===== src/rtl/tmds_decode_channel.sv =====
// TMDS receive channel: bit-offset search on control-token runs, then per-character decode.
// Optional macro TMDS_ERR_COUNT_EN builds the saturating lock-loss counter behind err_count.
module tmds_decode_channel #(
   parameter int unsigned CTRL_RUN       = 16,
   parameter int unsigned SEARCH_TIMEOUT = 2048,
   parameter int unsigned LOSS_TIMEOUT   = 4096
) (
   input  logic       clk,
   input  logic       reset,
   input  logic [9:0] tmds_in,
   output logic [7:0] data_out,
   output logic [1:0] ctrl_out,
   output logic       de,
   output logic       locked,
   output logic [3:0] offset,
   output logic [7:0] err_count
);
   localparam int unsigned RUN_W  = $clog2(CTRL_RUN + 1);
   localparam int unsigned TMR_W  = $clog2(SEARCH_TIMEOUT);
   localparam int unsigned LOSS_W = $clog2(LOSS_TIMEOUT);

   typedef enum logic {
      ST_SEARCH = 1'b0,
      ST_LOCKED = 1'b1
   } state_t;

   state_t            r_state, w_state_nxt;
   logic [9:0]        r_prev;
   logic [3:0]        r_offset, w_offset_nxt;
   logic [RUN_W-1:0]  r_run, w_run_nxt;
   logic [TMR_W-1:0]  r_tmr, w_tmr_nxt;
   logic [LOSS_W-1:0] r_loss, w_loss_nxt;
   logic [7:0]        r_data;
   logic [1:0]        r_ctrl;
   logic              r_de;

   logic [19:0]       w_window;
   logic [4:0]        w_idx;
   logic [9:0]        w_word;
   logic              w_tok;
   logic [1:0]        w_ctrl;
   logic [7:0]        w_d;
   logic [7:0]        w_dec;

   // The aligned word is a combinational select feeding the output registers,
   // so offset 0 (the previous word) reaches the outputs two clocks after entry.
   assign w_window = {tmds_in, r_prev};
   assign w_idx    = {1'b0, r_offset};
   assign w_word   = w_window[w_idx +: 10];

   always_comb begin
      w_tok  = 1'b1;
      w_ctrl = 2'b00;
      case (w_word)
         10'b1101010100: w_ctrl = 2'b00;
         10'b0010101011: w_ctrl = 2'b01;
         10'b0101010100: w_ctrl = 2'b10;
         10'b1010101011: w_ctrl = 2'b11;
         default:        w_tok  = 1'b0;
      endcase
   end

   always_comb begin
      w_d      = w_word[9] ? ~w_word[7:0] : w_word[7:0];
      w_dec    = '0;
      w_dec[0] = w_d[0];
      for (int unsigned i = 1; i < 8; i++)
         w_dec[i] = w_word[8] ? (w_d[i] ^ w_d[i-1]) : ~(w_d[i] ^ w_d[i-1]);
   end

   always_comb begin
      w_state_nxt  = r_state;
      w_offset_nxt = r_offset;
      w_run_nxt    = r_run;
      w_tmr_nxt    = r_tmr;
      w_loss_nxt   = r_loss;
      case (r_state)
         ST_SEARCH: begin
            if (w_tok && (r_run == RUN_W'(CTRL_RUN - 1))) begin
               w_state_nxt = ST_LOCKED;
               w_run_nxt   = '0;
               w_tmr_nxt   = '0;
               w_loss_nxt  = '0;
            end else if (r_tmr == TMR_W'(SEARCH_TIMEOUT - 1)) begin
               w_offset_nxt = (r_offset == 4'd9) ? 4'd0 : r_offset + 4'd1;
               w_run_nxt    = '0;
               w_tmr_nxt    = '0;
            end else begin
               w_run_nxt = w_tok ? r_run + 1'b1 : '0;
               w_tmr_nxt = r_tmr + 1'b1;
            end
         end
         ST_LOCKED: begin
            if (w_tok) begin
               w_loss_nxt = '0;
            end else if (r_loss == LOSS_W'(LOSS_TIMEOUT - 1)) begin
               w_state_nxt = ST_SEARCH;
               w_run_nxt   = '0;
               w_tmr_nxt   = '0;
               w_loss_nxt  = '0;
            end else begin
               w_loss_nxt = r_loss + 1'b1;
            end
         end
         default: w_state_nxt = ST_SEARCH;
      endcase
   end

   always_ff @(posedge clk) begin
      if (reset) begin
         r_state  <= ST_SEARCH;
         r_prev   <= '0;
         r_offset <= '0;
         r_run    <= '0;
         r_tmr    <= '0;
         r_loss   <= '0;
         r_data   <= '0;
         r_ctrl   <= '0;
         r_de     <= 1'b0;
      end else begin
         r_state  <= w_state_nxt;
         r_prev   <= tmds_in;
         r_offset <= w_offset_nxt;
         r_run    <= w_run_nxt;
         r_tmr    <= w_tmr_nxt;
         r_loss   <= w_loss_nxt;
         if (r_state == ST_LOCKED) begin
            r_de   <= ~w_tok;
            r_data <= w_tok ? 8'h00 : w_dec;
            r_ctrl <= w_tok ? w_ctrl : 2'b00;
         end else begin
            r_de   <= 1'b0;
            r_data <= '0;
            r_ctrl <= '0;
         end
      end
   end

`ifdef TMDS_ERR_COUNT_EN
   logic       w_lose;
   logic [7:0] r_err;

   assign w_lose = (r_state == ST_LOCKED) && (w_state_nxt == ST_SEARCH);

   always_ff @(posedge clk) begin
      if (reset)
         r_err <= '0;
      else if (w_lose && (r_err != 8'hFF))
         r_err <= r_err + 8'd1;
   end

   assign err_count = r_err;
`else
   assign err_count = 8'd0;
`endif

   assign data_out = r_data;
   assign ctrl_out = r_ctrl;
   assign de       = r_de;
   assign locked   = (r_state == ST_LOCKED);
   assign offset   = r_offset;

endmodule


===== config.mk =====
export PLATFORM = sky130hd
export DESIGN_NAME = tmds_decode_channel
export DESIGN_NICKNAME = d
export VERILOG_FILES = /design/src/rtl/tmds_decode_channel.sv
export SDC_FILE = /design/constraint.sdc
export NUM_CORES = 1
export LEC_CHECK = 0
export CORE_AREA = 2 2 97 99
export CTS_CLUSTER_SIZE = 12
export DETAILED_ROUTE_END_ITERATION = 8
export DIE_AREA = 0 0 99 101
export SETUP_SLACK_MARGIN = 0.5
export SLEW_MARGIN = 20
export SYNTH_ARGS = -nofsm -noshare
export SYNTH_HDL_FRONTEND = slang
export SYNTH_SLANG_ARGS = --single-unit

===== constraint.sdc =====
create_clock -name clk -period 3.5 [get_ports clk]
set_input_delay 1.05 -clock clk [delete_from_list [all_inputs] [get_ports clk]]
set_output_delay 1.05 -clock clk [all_outputs]
set_load 0.02 [all_outputs]

==> results.ini <==
[grt]
grt_pass1_wl_mm = 15.4
overflow = 0
grt_usage = 0.186
grt_max_degree = 32
antenna_found_initial = 0
grt_pass1_vias = 3176

[timing]
slew-limit-headroom = 0.366
slew_viol_final = 0
finalClockSkew_ns = 0.00968
max_freq_mhz = 288
period_needed_ns = 3.48
finalHoldViolCount = 0
tightest_slew_ns = 0.943
setup_tns_ns = 0
setup_slack_ns = 0.0247
period_share = 0.993
rsz0062_at_grt = yes
final-setup-viol-count = 0

[setup_path]
path_buf_inv = 12
crit_path_max_fanout = 3
crit_slowest_cell = mux4_2
path_class = in2reg
cp_top_family = buffers and inverters
critPathLaunchType = primary input
path_cells = buf_8 -> mux4_2 -> mux2_4 -> buf_4 -> mux2i_4 -> buf_4 -> buf_4 -> buf_4 -> buf_4 -> buf_4 -> buf_4 -> buf_4 -> buf_4 -> buf_4 -> buf_4 -> xor3_1 -> nor2_1
slowest_delay_ns = 0.48
arrival_ns = 3.72
worstSetupEndpointType = flop
cp.required_ns = 3.75
crit_top_cell = buf_4

[clock_network]
cts_tree = built
clock-sinks = 54
clockBufferDepth = 2
root_buffer = clkbuf_8
path_clk_slew_ns = 0.09
htreeDepth = 2
insertion_delay_ns = 0.31
hold_buffers = 0
cts_buffers = 5

[synth]
ys_ff_latch = 54
mappedNetlistArea_um2 = 3670
synth_ff_type = dfxtp_1
synth_edf_count = 0
syn_inst = 385
avgSynthCellArea_um2 = 9.53
yosysTopAreaCell = dfxtp_1
synth-async-reset-ratio = 0
synthTopCellsByCount = dfxtp_1, nor2_1, inv_1
ys_types = 57
synth.most_common_cell = dfxtp_1
yosys_warnings = 0
yosysSeqAreaShare = 0.295
netlist_top_cells_area = dfxtp_1, mux4_2, mux2i_1
yosysTopAreaCellShare = 0.295

[power_and_ir_drop]
leakage_nw = 1.80
power_density_nw_per_um2 = 254
vdd_drop_max_mv = 0.185

[detailed_routing]
wl_mm = 8.95
firstDrtPassIters = 4
wl_per_cell_um = 15.8
drc_errors = 0
ant_nets = 0
num_vias = 3125
first_iter_violations = 117
via_per_inst = 5.52

[die]
die_area_um2 = 10000
die_x_um = 99
core_area_um2 = 8980
io_pins = 36
rows = 35
initial_utilization = 0.409
dieHeight_um = 101

[layout]
nNetsFinal = 478
diodes = 0
area_growth_pct = 31.1
drive_above_1_share = 0.345

[flow_run]
maxCapViolCount = 0

[run_status]
status = finished clean

[place]
dp_slack_ns = -0.733
place.port_buffers = 27
hpwl_mm = 6.02
gp_congestion = 0.846

[hold_path]
min_path_type = reg2reg

-- cell families (layout without fill, tap and decap cells) --
| logic type | count (synthesis) | count (layout) | synth area share |
|---|---|---|---|
| DFF | 54 | 54 | 0.295 |
| xor gates and xnor gates | 13 | 13 | 0.0437 |
| other | 1 | 8 | 0.00102 |
| AOI/OAI and AO/OA | 53 | 54 | 0.113 |
| buffers and inverters | 60 | 122 | 0.0877 |
| and+or+nand+nor | 141 | 141 | 0.213 |
| adders and majority gates | 12 | 12 | 0.0409 |
| muxes | 51 | 51 | 0.206 |
-- metal layers --
layer,up-vias,part of all wire,global-route usage
met1,1497,0.49,0.262
met3,13,0.035,0.0250
li1,1555,-,-
met4,0,0.016,0.0485
met5,-,0,0
met2,60,0.46,0.301
-- repair_timing --
| action | CTS | global route |
|---|---|---|
| setup buffers | 20 | 3 |
| resized for setup | 87 | 25 |
| endpoints found under the setup margin | 44 | 43 |
| pin swaps | 21 | 10 |
| cloned | 1 | 0 |
| endpoints found under the hold margin | 0 | 0 |
-- power breakdown --
group	switching (W)	internal, W
combinational	0.0000772	0.0000932
sequential	0.00000822	0.000623
clock	0.000210	0.000211
-- worst paths after layout --
path              cells past startpoint                      to                   start  slack [ns]
setup / recovery                     17  data_out[6]$_SDFF_PP0_              tmds_in[6]        0.02
hold / removal                        2   r_run[4]$_SDFFE_PP0P_   r_run[4]$_SDFFE_PP0P_        0.49
setup reg to reg                     17  data_out[6]$_SDFF_PP0_  offset[0]$_SDFFE_PP0P_        0.19
hold reg to reg                       2   r_run[4]$_SDFFE_PP0P_   r_run[4]$_SDFFE_PP0P_        0.49
-- stage by stage --
stage / power [W] / utilization / area (um^2) / hold slack, ns / std cells
floorplan: 0.000744 / - / 3750 / 0.448 / 392
global placement: 0.000785 / 0.470 / 4220 / 0.468 / 534
detailed placement: 0.000785 / 0.470 / 4220 / 0.478 / 534
CTS: 0.00122 / 0.520 / 4670 / 0.494 / 563
global route: 0.00127 / 0.535 / 4810 / 0.519 / 566
finish: 0.00122 / 0.535 / 4810 / 0.494 / 566
-- layout make-up --
type | count | area [um^2]
clock buffer | 5 | 68.8
clock inverter | 3 | 40.0
fill | 782 | 4170
inverter | 28 | 105
multi-input combinational | 279 | 2600
sequential | 54 | 1080
tap | 111 | 139
timing repair buffer | 86 | 777
-- registers in the layout, summed over array words and instances (netlist names) --
| name | cells |
|---|---|
| ctrl_out | 2 |
| data_out | 8 |
| de | 1 |
| locked | 1 |
| offset | 4 |
| r_loss | 12 |
| r_prev | 10 |
| r_run | 5 |
| r_tmr | 11 |
-- worst register-to-register path, stage by stage, from the launching register on --
cell and delay [ns]:
dfxtp_1 0.37, buf_12 0.22, mux4_2 0.56, mux2_4 0.30, buf_4 0.15, mux2i_4 0.18
buf_4 0.15, buf_4 0.09, buf_4 0.09, buf_4 0.10, buf_4 0.09, buf_4 0.09
buf_4 0.10, buf_4 0.10, buf_4 0.09, buf_4 0.10, xor3_1 0.38, nor2_1 0.09
-- cell usage in the layout, fill, tap and decap left out, types with 11 or more instances in the layout --
master,count
mux2i_1,11
nand3_1,14
buf_4,50
mux4_2,13
dfxtp_1,54
nor2_1,27
nor2b_1,17
nand4_1,24
inv_1,27
clkdlybuf4s50_1,17
No activity file was read; power rests on OpenSTA's default activity.
